### src/rtl/universal_sr_param.sv
// WIDTH-bit universal shift register with hold/shift/rotate/arith/load modes and a counted burst shift.
// Optional registered parity output enabled by defining UNIVERSAL_SR_PARITY_EN.
module universal_sr_param #(
    parameter  int WIDTH = 8,
    localparam int LW    = $clog2(WIDTH) + 1
) (
    input  logic             clk,
    input  logic             rst,
    input  logic             en,
    input  logic [2:0]       mode,
    input  logic             sin_left,
    input  logic             sin_right,
    input  logic [WIDTH-1:0] d,
    input  logic [LW-1:0]    burst_len,
    input  logic             burst_dir,
    output logic [WIDTH-1:0] q,
    output logic             sout_right,
    output logic             sout_left,
    output logic             busy,
    output logic             done
`ifdef UNIVERSAL_SR_PARITY_EN
    ,
    output logic             parity
`endif
);

    typedef enum logic [0:0] {
        IDLE  = 1'b0,
        BURST = 1'b1
    } state_t;

    state_t           state_r, state_nxt_s;
    logic [WIDTH-1:0] q_r, q_nxt_s;
    logic [LW-1:0]    count_r, count_nxt_s;
    logic             dir_r, dir_nxt_s;
    logic             done_r, done_nxt_s;

    // Requests longer than the register collapse to a full-width replacement.
    function automatic logic [LW-1:0] clamp_len(input logic [LW-1:0] len);
        if (len > LW'(WIDTH)) begin
            return LW'(WIDTH);
        end else begin
            return len;
        end
    endfunction

`ifdef UNIVERSAL_SR_PARITY_EN
    function automatic logic calc_parity(input logic [WIDTH-1:0] v);
        return ^v;
    endfunction

    logic parity_r;
    assign parity = parity_r;
`endif

    assign q          = q_r;
    assign sout_right = q_r[0];
    assign sout_left  = q_r[WIDTH-1];
    assign busy       = (state_r == BURST);
    assign done       = done_r;

    // Next-state decode for register contents, burst control and completion pulse.
    always_comb begin
        q_nxt_s     = q_r;
        state_nxt_s = state_r;
        count_nxt_s = count_r;
        dir_nxt_s   = dir_r;
        done_nxt_s  = 1'b0;
        if (en) begin
            case (state_r)
                IDLE: begin
                    case (mode)
                        3'b000: q_nxt_s = q_r;
                        3'b001: q_nxt_s = {sin_right, q_r[WIDTH-1:1]};
                        3'b010: q_nxt_s = {q_r[WIDTH-2:0], sin_left};
                        3'b011: q_nxt_s = d;
                        3'b100: q_nxt_s = {q_r[0], q_r[WIDTH-1:1]};
                        3'b101: q_nxt_s = {q_r[WIDTH-2:0], q_r[WIDTH-1]};
                        3'b110: q_nxt_s = {q_r[WIDTH-1], q_r[WIDTH-1:1]};
                        3'b111: begin
                            if (burst_len != LW'(0)) begin
                                count_nxt_s = clamp_len(burst_len);
                                dir_nxt_s   = burst_dir;
                                state_nxt_s = BURST;
                            end else begin
                                state_nxt_s = IDLE;
                            end
                        end
                        default: q_nxt_s = q_r;
                    endcase
                end
                BURST: begin
                    if (dir_r) begin
                        q_nxt_s = {q_r[WIDTH-2:0], sin_left};
                    end else begin
                        q_nxt_s = {sin_right, q_r[WIDTH-1:1]};
                    end
                    count_nxt_s = count_r - LW'(1);
                    if (count_r == LW'(1)) begin
                        state_nxt_s = IDLE;
                        done_nxt_s  = 1'b1;
                    end else begin
                        state_nxt_s = BURST;
                    end
                end
                default: begin
                    state_nxt_s = IDLE;
                    count_nxt_s = LW'(0);
                end
            endcase
        end else begin
            // Stall: everything frozen, pulse cleared.
            done_nxt_s = 1'b0;
        end
    end

    // State registers; reset wins over any in-flight burst and suppresses done.
    always_ff @(posedge clk) begin
        if (rst) begin
            q_r     <= '0;
            state_r <= IDLE;
            count_r <= '0;
            dir_r   <= 1'b0;
            done_r  <= 1'b0;
`ifdef UNIVERSAL_SR_PARITY_EN
            parity_r <= 1'b0;
`endif
        end else begin
            q_r     <= q_nxt_s;
            state_r <= state_nxt_s;
            count_r <= count_nxt_s;
            dir_r   <= dir_nxt_s;
            done_r  <= done_nxt_s;
`ifdef UNIVERSAL_SR_PARITY_EN
            parity_r <= calc_parity(q_nxt_s);
`endif
        end
    end

endmodule

### config.mk
export PLATFORM = sky130hd
export DESIGN_NAME = universal_sr_param
export DESIGN_NICKNAME = d
export VERILOG_FILES = /design/src/rtl/universal_sr_param.sv
export SDC_FILE = /design/constraint.sdc
export NUM_CORES = 1
export LEC_CHECK = 0
export CAP_MARGIN = 20
export CORE_MARGIN = 1
export CORE_UTILIZATION = 38
export CTS_CLUSTER_SIZE = 8
export DETAILED_ROUTE_END_ITERATION = 10
export GPL_TIMING_DRIVEN = 0
export PLACE_DENSITY_LB_ADDON = 0.15
export SLEW_MARGIN = 20
export SYNTH_ARGS = -nofsm -noshare
export SYNTH_HDL_FRONTEND = slang
export SYNTH_SLANG_ARGS = --single-unit
### constraint.sdc
create_clock -name clk -period 2 [get_ports clk]
set_clock_uncertainty 0.05 [all_clocks]
set_input_delay 0.6 -clock clk [delete_from_list [all_inputs] [get_ports clk]]
set_output_delay 0.6 -clock clk [all_outputs]
set_load 0.02 [all_outputs]
==> impl_metrics.tcl, run 1 <==
set metrics [dict create \
    critPathLaunchType "register" \
    peakVddDrop_v 0.000413 \
    multi_input_area_um2 779 \
    p_seq_share_pct 42.7 \
    synth-xor-area-share_pct 0 \
    synth-adder-area-share_pct 2.14 \
    grt_overflow 0 \
    p_sw_mw 0.259 \
    cp.required_ns 1.35 \
    cts_sinks 15 \
    syn_avg_cell_area_um2 8.52 \
    seq_area_um2 302 \
    synth.net_count 160 \
    synth_top_family_by_area "compound AO/OA/AOI/OAI gates" \
    rr_endpoint "q[0]$_SDFFE_PP0P_" \
    post-cts-setup-buffer-count 0 \
    tightest_slew_ns 0.526 \
    grt_max_degree 11 \
    synth_compound_area_share_pct 31.3 \
    grt_usage_pct 20.1 \
    synthSimpleGateAreaFrac_pct 24.0 \
    dpl.hpwl_um 2250 \
    place.port_buffers 31 \
    pin_count 33 \
    row_count 19 \
    critPathKind "register to output port" \
    p_comb_share_pct 33.8 \
    die_w_um 57.4 \
    vias_per_cell 5.65 \
    start_util_pct 41.3 \
    drc 3 \
    ff2ff_setup_slack_ns 0.32 \
    core_um2 2830 \
    die_h_um 57.4 \
    violations "design-rule violations" \
    cpPeakStageDelay_ns 0.61 \
    cts_tree "yes" \
    cts_max_level 1 \
    slew_headroom_pct 64.9 \
    routed_wl_um 3040 \
    nNetsFinal 196 \
    ys.flop_type "dfxtp_1" \
    antenna_found_initial 0 \
    holdWs_ns 0.436 \
    max_freq_ghz 0.515 \
    pre_cts_slack_ns -0.346 \
    slew_violations 0 \
    n_antenna_cell 0 \
    period_share_pct 97.1 \
    cts_made_buffers 3 \
    drive_gt1_share_pct 16.9 \
    synthMuxAreaShare_pct 8.25 \
    cpMaxStageDelayCell "clkdlybuf4s50_1" \
    fin_crit_ns 1.94 \
    yosysTopAreaCellShare_pct 25.7 \
    cap_violations 0 \
    hold_depth 2 \
    async_reset_ff_share_pct 0 \
    p_per_area_nw_per_um2 505 \
    timing.final.setup_violations 0 \
    synth-edff-count 0 \
    p_leak_nw 0.670 \
    yosys_warnings 0 \
    reg2reg_depth 4 \
    crit_family "buffers and inverters" \
    hold_class "register to register" \
    fillers 274 \
    status "finished with violations" \
    synth.area.top_cells "dfxtp_1 26%, mux2_2 4.8%, nand2b_1 4.3%" \
    place_area_um2 1520 \
    holdPathEnd "count_r[2]$_SDFFE_PP0P_" \
    synth_largest_area_cell "dfxtp_1" \
    drt_pass1_iterations 7 \
    setup_tns_ns 0 \
    clk_pin_slew_ns 0.10 \
    final_area_um2 1570 \
    first_iter_violations 39 \
    num_vias 1147 \
    p_int_mw 0.532 \
    reg2reg_from "busy$_SDFFE_PP0P_" \
    worst_skew_pair.late_latency_ns 0.29 \
    hold_violations 0 \
    netlist_area_um2 1170 \
    syn_to_final_growth_pct 34.1 \
    power_frac_clock_pct 23.5 \
    cp-end-kind "output port" \
    clock_path_buffers 2 \
    design.die.area_um2 3300 \
    path_max_fanout 6 \
    hp-start "count_r[2]$_SDFFE_PP0P_" \
    root_buffer "clkbuf_4" \
    setup_ws_ns 0.0570 \
    ys_ff_latch 15 \
    crit_arrival_ns 1.29 \
    switching_share_pct 32.7 \
    cp.buffers_inverters 1 \
    grt_pass1_wl_um 5180 \
    synth.distinct_cells 47 \
    wl_per_cell_um 15.0 \
    ys_seq_area_share_pct 25.7 \
    path_cells "clkdlybuf4s50_1" \
    ant_nets 0 \
    syn_inst 137 \
    grt_pass1_vias 1095 \
    place.gp.congestion 0.859 \
]
cells in the mapped netlist (all sizes together), types with 2 or more instances:
master,n
mux2i,4
ha,2
clkbuf,4
o22ai,3
nor2,12
a21oi,9
o22a,4
mux2,5
inv,7
nand2b,9
buf,7
nor2b,3
nand2,7
o21ai,8
dfxtp,15
nand3b,2
a211oi,2
a311oi,2
a221oi,2
a31oi,2
nor3,4
nand3,4
o32ai,4
power groups by stage:
stage | Sequential (mW) | Combinational, mW | Clock, mW
after CTS | 0.337 | 0.267 | 0.184
final | 0.337 | 0.267 | 0.186
after global placement | 0.343 | 0.267 | 0
after detailed placement | 0.344 | 0.271 | 0
after global routing | 0.341 | 0.292 | 0.205
after floorplan | 0.354 | 0.153 | 0
cell usage in the layout, fill, tap and decap left out, types with 2 or more instances in the layout:
cell	Yosys	layout
dfxtp_1	15	14
clkbuf_1	4	5
a211oi_1	2	2
dlygate4sd2_1	0	6
mux2i_1	4	4
nand3_1	4	4
ha_1	2	2
a31oi_1	2	2
o32ai_2	3	3
buf_4	2	3
nand2b_1	8	8
nor2_1	12	12
o22a_1	4	4
clkdlybuf4s50_1	0	19
nor3_1	4	3
mux2_2	5	5
dlymetal6s2s_1	0	5
a21oi_1	9	9
nor2b_1	3	3
clkbuf_4	0	3
inv_1	7	7
buf_6	3	4
o21ai_0	5	5
nand2_1	7	7
o22ai_1	3	3
nand3b_4	2	2
how the worst max path moves through the flow:
| stage | slack, ns | to | depth (start not counted) | startpoint |
|---|---|---|---|---|
| floorplan | 0.24 | q[5]$_SDFFE_PP0P_ | 6 | mode[2] |
| global placement | -0.35 | q[5]$_SDFFE_PP0P_ | 7 | mode[1] |
| detailed placement | -0.35 | q[5]$_SDFFE_PP0P_ | 7 | mode[1] |
| CTS | 0.001 | q[6] | 1 | q[6]$_SDFFE_PP0P_ |
| global route | -0.006 | count_r[1]$_SDFFE_PP0P_ | 5 | burst_len[3] |
| finish | 0.06 | sout_right | 1 | q[0]$_SDFFE_PP0P_ |
metal layers:
metal,part of all wire (%),global-route usage [%]
met1,46,26.0
met2,50,33.2
met3,3.7,5.44
met4,0.49,4.88
met5,0,0
registers in the layout, summed over array words and instances, names as in the netlist:
| name | count |
|---|---|
| q | 8 |
| count_r | 4 |
| busy | 1 |
| dir_r | 1 |
| done | 1 |
metrics by stage:
step	power [mW]	instances	util, %
finish	0.790	203	55.3
global route	0.838	203	55.3
CTS	0.789	203	54.4
detailed placement	0.615	199	53.6
global placement	0.611	199	53.6
floorplan	0.507	137	-
area by class of cell:
cell class,instances,share of cell area [%]
multi-input combinational,104,49.8
tap,31,2.48
buffer,11,5.12
inverter,7,1.68
timing repair buffer,31,20.0
clock buffer,4,1.68
sequential,15,19.3
repair_timing:
| item | CTS | global route |
|---|---|---|
| hold buffers | 0 | 0 |
| endpoints found under the setup margin | 9 | 14 |
| pin swaps | 1 | 0 |
| resized for setup | 10 | 7 |
logic make-up after synthesis:
family,after synthesis
AND/OR/NAND/NOR,47
AO/OA/AOI/OAI,46
buffers and inverters,18
flip-flops,15
multiplexers,9
adder cells (fa/ha/maj),2
Note: power is estimated with default switching activity, not from simulation.
==> run 2, diff against run 1 <==
--- a/config.mk
+++ b/config.mk
@@ -6,8 +6,10 @@
 export NUM_CORES = 1
 export LEC_CHECK = 0
 export CAP_MARGIN = 20
+export CELL_PAD_IN_SITES_DETAIL_PLACEMENT = 0
+export CELL_PAD_IN_SITES_GLOBAL_PLACEMENT = 1
 export CORE_MARGIN = 1
-export CORE_UTILIZATION = 38
+export CORE_UTILIZATION = 34
 export CTS_CLUSTER_SIZE = 8
 export DETAILED_ROUTE_END_ITERATION = 10
 export GPL_TIMING_DRIVEN = 0
==> constraint.sdc (replaced) <==
create_clock -name clk -period 2.05 [get_ports clk]
set_clock_uncertainty 0.05 [all_clocks]
set_input_delay 0.615 -clock clk [delete_from_list [all_inputs] [get_ports clk]]
set_output_delay 0.615 -clock clk [all_outputs]
set_load 0.02 [all_outputs]
==> impl_metrics.tcl, run 2 (same netlist as run 1, synthesis figures left out) <==
set metrics [dict create \
    period_share_pct 97.4 \
    final_common_cell "clkdlybuf4s50_1" \
    worst_skew_pair.late_latency_ns 0.30 \
    p_per_area_nw_per_um2 498 \
    wl_per_cell_um 14.8 \
    row_count 20 \
    p_leak_nw 0.661 \
    status "complete, no violations" \
    cts_max_level 1 \
    hold_buffers 0 \
    nNetsFinal 196 \
    root_buffer "clkbuf_4" \
    syn_to_final_growth_pct 34.3 \
    design.die.area_um2 3670 \
    slew_violations 0 \
    grt_pass1_wl_um 5060 \
    clk_pin_slew_ns 0.11 \
    grt_usage_pct 18.8 \
    crit_family "buffers and inverters" \
    final_util_pct 49.7 \
    drt_pass1_iterations 4 \
    timing.final.setup_violations 0 \
    cp.required_ns 1.38 \
    path_max_fanout 5 \
    die_w_um 60.6 \
    place_inst 212 \
    cap_violations 0 \
    power.total_mw 0.781 \
    rsz0062_at_grt "false" \
    tightest_slew_ns 0.522 \
    die_h_um 60.6 \
    largest_reg_flops 8 \
    start_util_pct 37.0 \
    cts_sinks 15 \
    max_freq_ghz 0.501 \
    hold_class "register to register" \
    routed_wl_um 3190 \
    slew_headroom_pct 65.2 \
    cpMaxStageDelayCell "clkdlybuf4s50_1" \
    cts_tree "yes" \
    path_cells "clkdlybuf4s50_1" \
    grt_pass1_vias 1089 \
    first_iter_violations 44 \
    cp.buffers_inverters 1 \
    fin_cells 216 \
    dpl.hpwl_um 2400 \
    fin_crit_ns 2.00 \
    drive_gt1_share_pct 16.9 \
    ant_nets 0 \
    place.gp.congestion 0.797 \
    holdWs_ns 0.437 \
    grt_max_degree 11 \
    clock_path_buffers 2 \
    pin_count 33 \
    core_um2 3150 \
    hold_violations 0 \
    critPathKind "register to output port" \
    critPathLaunchType "register" \
    num_vias 1179 \
    layout_common_cells "20 x clkdlybuf4s50_1, 14 x dfxtp_1, 12 x nor2_1" \
    peakVddDrop_v 0.000200 \
    cpPeakStageDelay_ns 0.63 \
    drc 0 \
    n_antenna_cell 0 \
    cp-end-kind "output port" \
    place.port_buffers 31 \
    vias_per_cell 5.46 \
    grt_overflow 0 \
    antenna_found_initial 0 \
    cts_made_buffers 3 \
    crit_arrival_ns 1.33 \
]
==> run 2: changes by cell type in the layout (fill, tap and decap cells not counted) <==
cell and change:
clkdlybuf4s50_1 +1, dlygate4sd2_1 -1, o21ai_2 +1, clkbuf_1 -1, nor3_2 -1, buf_6 -1, o21ai_4 -1, clkinv_2 +1
buf_4 +1, nor3_1 +1
==> run 2: repair_timing <==
action	in CTS	in global routing
endpoints found under the hold margin	0	0
pin swaps	0	1
buffers inserted	0	0
resized for setup	7	7
endpoints found under the setup margin	7	9
==> run 2: metrics by stage <==
| stage | cell area [um2] | setup WS (ns) | setup TNS (ns) |
|---|---|---|---|
| after floorplan | 1170 | 0.280 | 0 |
| after global placement | 1530 | -0.279 | -2.38 |
| after detailed placement | 1530 | -0.313 | -2.86 |
| after CTS | 1550 | 0.00704 | 0 |
| after global routing | 1570 | 0.00684 | 0 |
| final | 1570 | 0.0542 | 0 |
==> run 2: power breakdown <==
group / internal [mW] / switching (mW)
registers: 0.308 / 0.0213
logic: 0.134 / 0.126
clock network: 0.0727 / 0.118
total: 0.515 / 0.266
==> run 2: worst paths after layout <==
| check | startpoint | end | slack [ns] | cells after the start |
|---|---|---|---|---|
| max | q[4]$_SDFFE_PP0P_ | q[4] | 0.05 | 1 |
| min | count_r[2]$_SDFFE_PP0P_ | count_r[2]$_SDFFE_PP0P_ | 0.44 | 2 |
| max reg2reg | busy$_SDFFE_PP0P_ | q[0]$_SDFFE_PP0P_ | 0.38 | 4 |
| min reg2reg | count_r[2]$_SDFFE_PP0P_ | count_r[2]$_SDFFE_PP0P_ | 0.44 | 2 |
==> run 2: cell type report <==
type	count	area [um2]
Inverter	7	26.3
Tap cell	44	55.1
Fill cell	338	1590
Timing Repair Buffer	31	314
Clock inverter	1	5.00
Buffer	11	76.3
Sequential cell	15	302
Clock buffer	3	22.5
Multi-Input combinational cell	104	767
==> run 2: routing by layer <==
metal / vias to the layer above / track usage [%] / routed length (um)
met5: - / 0 / 0
met4: 0 / 6.17 / 22
met3: 4 / 1.92 / 108
met2: 31 / 34.1 / 1570
met1: 567 / 23.3 / 1490
li1: 577 / - / -
==> run 3, diff against run 2 <==
--- a/config.mk
+++ b/config.mk
@@ -5,11 +5,12 @@
 export SDC_FILE = /design/constraint.sdc
 export NUM_CORES = 1
 export LEC_CHECK = 0
+export ABC_AREA = 1
 export CAP_MARGIN = 20
 export CELL_PAD_IN_SITES_DETAIL_PLACEMENT = 0
 export CELL_PAD_IN_SITES_GLOBAL_PLACEMENT = 1
 export CORE_MARGIN = 1
-export CORE_UTILIZATION = 34
+export CORE_UTILIZATION = 33
 export CTS_CLUSTER_SIZE = 8
 export DETAILED_ROUTE_END_ITERATION = 10
 export GPL_TIMING_DRIVEN = 0
==> impl_metrics.tcl, run 3 <==
set metrics [dict create \
    grt_overflow 0 \
    yosys_warnings 0 \
    cpPeakStageDelay_ns 0.58 \
    worst_skew_pair.late_latency_ns 0.24 \
    nNetsFinal 252 \
    pin_count 33 \
    grt_max_degree 11 \
    cp-end-kind "output port" \
    grt_pass1_wl_um 5670 \
    p_int_mw 0.574 \
    status "complete, no violations" \
    seq_area_um2 302 \
    path_cells "buf_4 > clkdlybuf4s50_1" \
    critPathLaunchType "register" \
    drc 0 \
    peakVddDrop_v 0.000280 \
    ys_ff_latch 15 \
    synth.distinct_cells 25 \
    p_seq_share_pct 39.1 \
    n_antenna_cell 0 \
    multi_input_area_um2 787 \
    crit_arrival_ns 1.33 \
    path_max_fanout 6 \
    tightest_slew_ns 0.364 \
    final_common_cell "nand2_1" \
    hold_violations 0 \
    drive_gt1_share_pct 17.5 \
    place.port_buffers 28 \
    grt_pass1_vias 1206 \
    synth-edff-count 0 \
    core_um2 3470 \
    syn_to_final_growth_pct 30.8 \
    synth.area.top_cells "dfxtp_1 24%, nand2_1 16%, nand3_1 8.9%" \
    design.die.area_um2 4020 \
    cap_violations 0 \
    layout_common_cells "52 x nand2_1, 27 x clkdlybuf4s50_1, 22 x nand3_1" \
    start_util_pct 35.9 \
    max_freq_ghz 0.502 \
    antenna_found_initial 0 \
    synth.net_count 219 \
    setup_ws_ns 0.0570 \
    power_frac_clock_pct 28.0 \
    largest_reg_flops 8 \
    yosysTopAreaCellShare_pct 24.1 \
    place.gp.congestion 0.776 \
    synth_largest_area_cell "dfxtp_1" \
    rr_endpoint "count_r[3]$_SDFFE_PP0P_" \
    syn_inst 196 \
    ant_nets 0 \
    cp.required_ns 1.38 \
    hold_depth 2 \
    fillers 382 \
    cts_made_buffers 3 \
    cts_sinks 15 \
    clk_pin_slew_ns 0.06 \
    p_sw_mw 0.282 \
    fin_crit_ns 1.99 \
    ff2ff_setup_slack_ns 0.80 \
    synth_common_cells "52 x nand2_1, 22 x nand3_1, 17 x inv_1, 15 x dfxtp_1, 15 x nor2_1" \
    dpl.hpwl_um 2440 \
    crit_family "buffers and inverters" \
    netlist_area_um2 1240 \
    synth_most_common_cell "nand2_1" \
    ys_seq_area_share_pct 24.1 \
    ys.flop_type "dfxtp_1" \
    p_per_area_nw_per_um2 527 \
    cpMaxStageDelayCell "clkdlybuf4s50_1" \
    p_leak_nw 0.706 \
    wl_per_cell_um 12.3 \
    cts_max_level 1 \
    clock_path_buffers 2 \
    period_share_pct 97.2 \
    hp-start "count_r[2]$_SDFFE_PP0P_" \
    drt_pass1_iterations 4 \
    reg2reg_depth 6 \
    p_comb_share_pct 32.9 \
    die_h_um 63.4 \
    switching_share_pct 33.0 \
    holdPathEnd "count_r[2]$_SDFFE_PP0P_" \
    slew_headroom_pct 75.6 \
    cp.buffers_inverters 2 \
    vias_per_cell 4.84 \
    cts_tree "yes" \
    root_buffer "clkbuf_8" \
    num_vias 1325 \
    timing.final.setup_violations 0 \
    reg2reg_from "busy$_SDFFE_PP0P_" \
    hold_class "register to register" \
    die_w_um 63.4 \
    setup_tns_ns 0 \
    first_iter_violations 37 \
    pre_cts_slack_ns 0.190 \
    row_count 21 \
    async_reset_ff_share_pct 0 \
    routed_wl_um 3370 \
    rsz0062_at_grt "false" \
    syn_avg_cell_area_um2 6.35 \
    critPathKind "register to output port" \
    slew_violations 0 \
    grt_usage_pct 17.6 \
]
## run 3: area by class of cell
| class | count | area share, % |
|---|---|---|
| clock buffers | 4 | 2.77 |
| well taps | 46 | 3.54 |
| flip-flops and latches | 15 | 18.5 |
| inverters | 20 | 4.77 |
| multi-input cells | 151 | 48.4 |
| repair buffers | 28 | 17.2 |
| plain buffers | 10 | 4.85 |
## run 3: stage by stage
stage	area (um2)	hold slack [ns]	instances	utilization (%)	power, mW
5_1_grt	1630	0.497	274	46.9	0.913
3_5_place_dp	1580	0.447	270	45.6	0.624
3_3_place_gp	1580	0.430	270	45.6	0.623
6_report	1630	0.462	274	46.9	0.856
4_1_cts	1630	0.457	274	46.9	0.867
2_1_floorplan	1240	0.413	196	-	0.518
## run 3: logic make-up (layout without fill, tap and decap cells)
family	after synthesis	in the layout	synth area share (%)
AND/OR/NAND/NOR	110	110	42.3
flip-flops	15	15	24.1
XOR/XNOR	2	2	1.41
adder cells (fa/ha/maj)	2	2	2.01
buffers and inverters	30	62	12.6
AO/OA/AOI/OAI	37	37	17.6
## run 3: timing repair
action / in CTS / in global routing
setup endpoints to repair: 2 / 0
resized for setup: 2 / 0
hold buffers: 0 / 0
setup buffers: 0 / 0
## run 3: how the worst max path moves through the flow
stage                       from                 endpoint  slack [ns]  cells past startpoint
2_1_floorplan            mode[1]        q[0]$_SDFFE_PP0P_        0.62                      7
3_3_place_gp        burst_len[3]  count_r[3]$_SDFFE_PP0P_        0.21                      8
3_5_place_dp        burst_len[3]       dir_r$_SDFFE_PP0P_        0.19                      6
4_1_cts        q[7]$_SDFFE_PP0P_                     q[7]        0.05                      2
5_1_grt        q[7]$_SDFFE_PP0P_                     q[7]        0.01                      2
6_report       q[7]$_SDFFE_PP0P_                     q[7]        0.06                      2
## run 3: worst min-delay path, delay by kind of cell (launching register included)
family / cells / cell delay [ns]
flops: 1 / 0.33
simple gates: 1 / 0.07
compound gates: 1 / 0.06
## run 3: routing by layer
| layer | share of wire, % | up-vias | global-route usage (%) |
|---|---|---|---|
| li1 | - | 702 | - |
| met1 | 51 | 581 | 25.1 |
| met2 | 42 | 40 | 27.0 |
| met3 | 6.1 | 2 | 1.99 |
| met4 | 0.80 | 0 | 6.25 |
| met5 | 0 | - | 0 |
## run 3: power groups by stage
stage          sequential, mW  clock, mW  combinational (mW)
5_1_grt                 0.338      0.264               0.311
6_report                0.335      0.240               0.282
3_5_place_dp            0.341          0               0.283
2_1_floorplan           0.353          0               0.166
4_1_cts                 0.335      0.248               0.284
3_3_place_gp            0.341          0               0.282
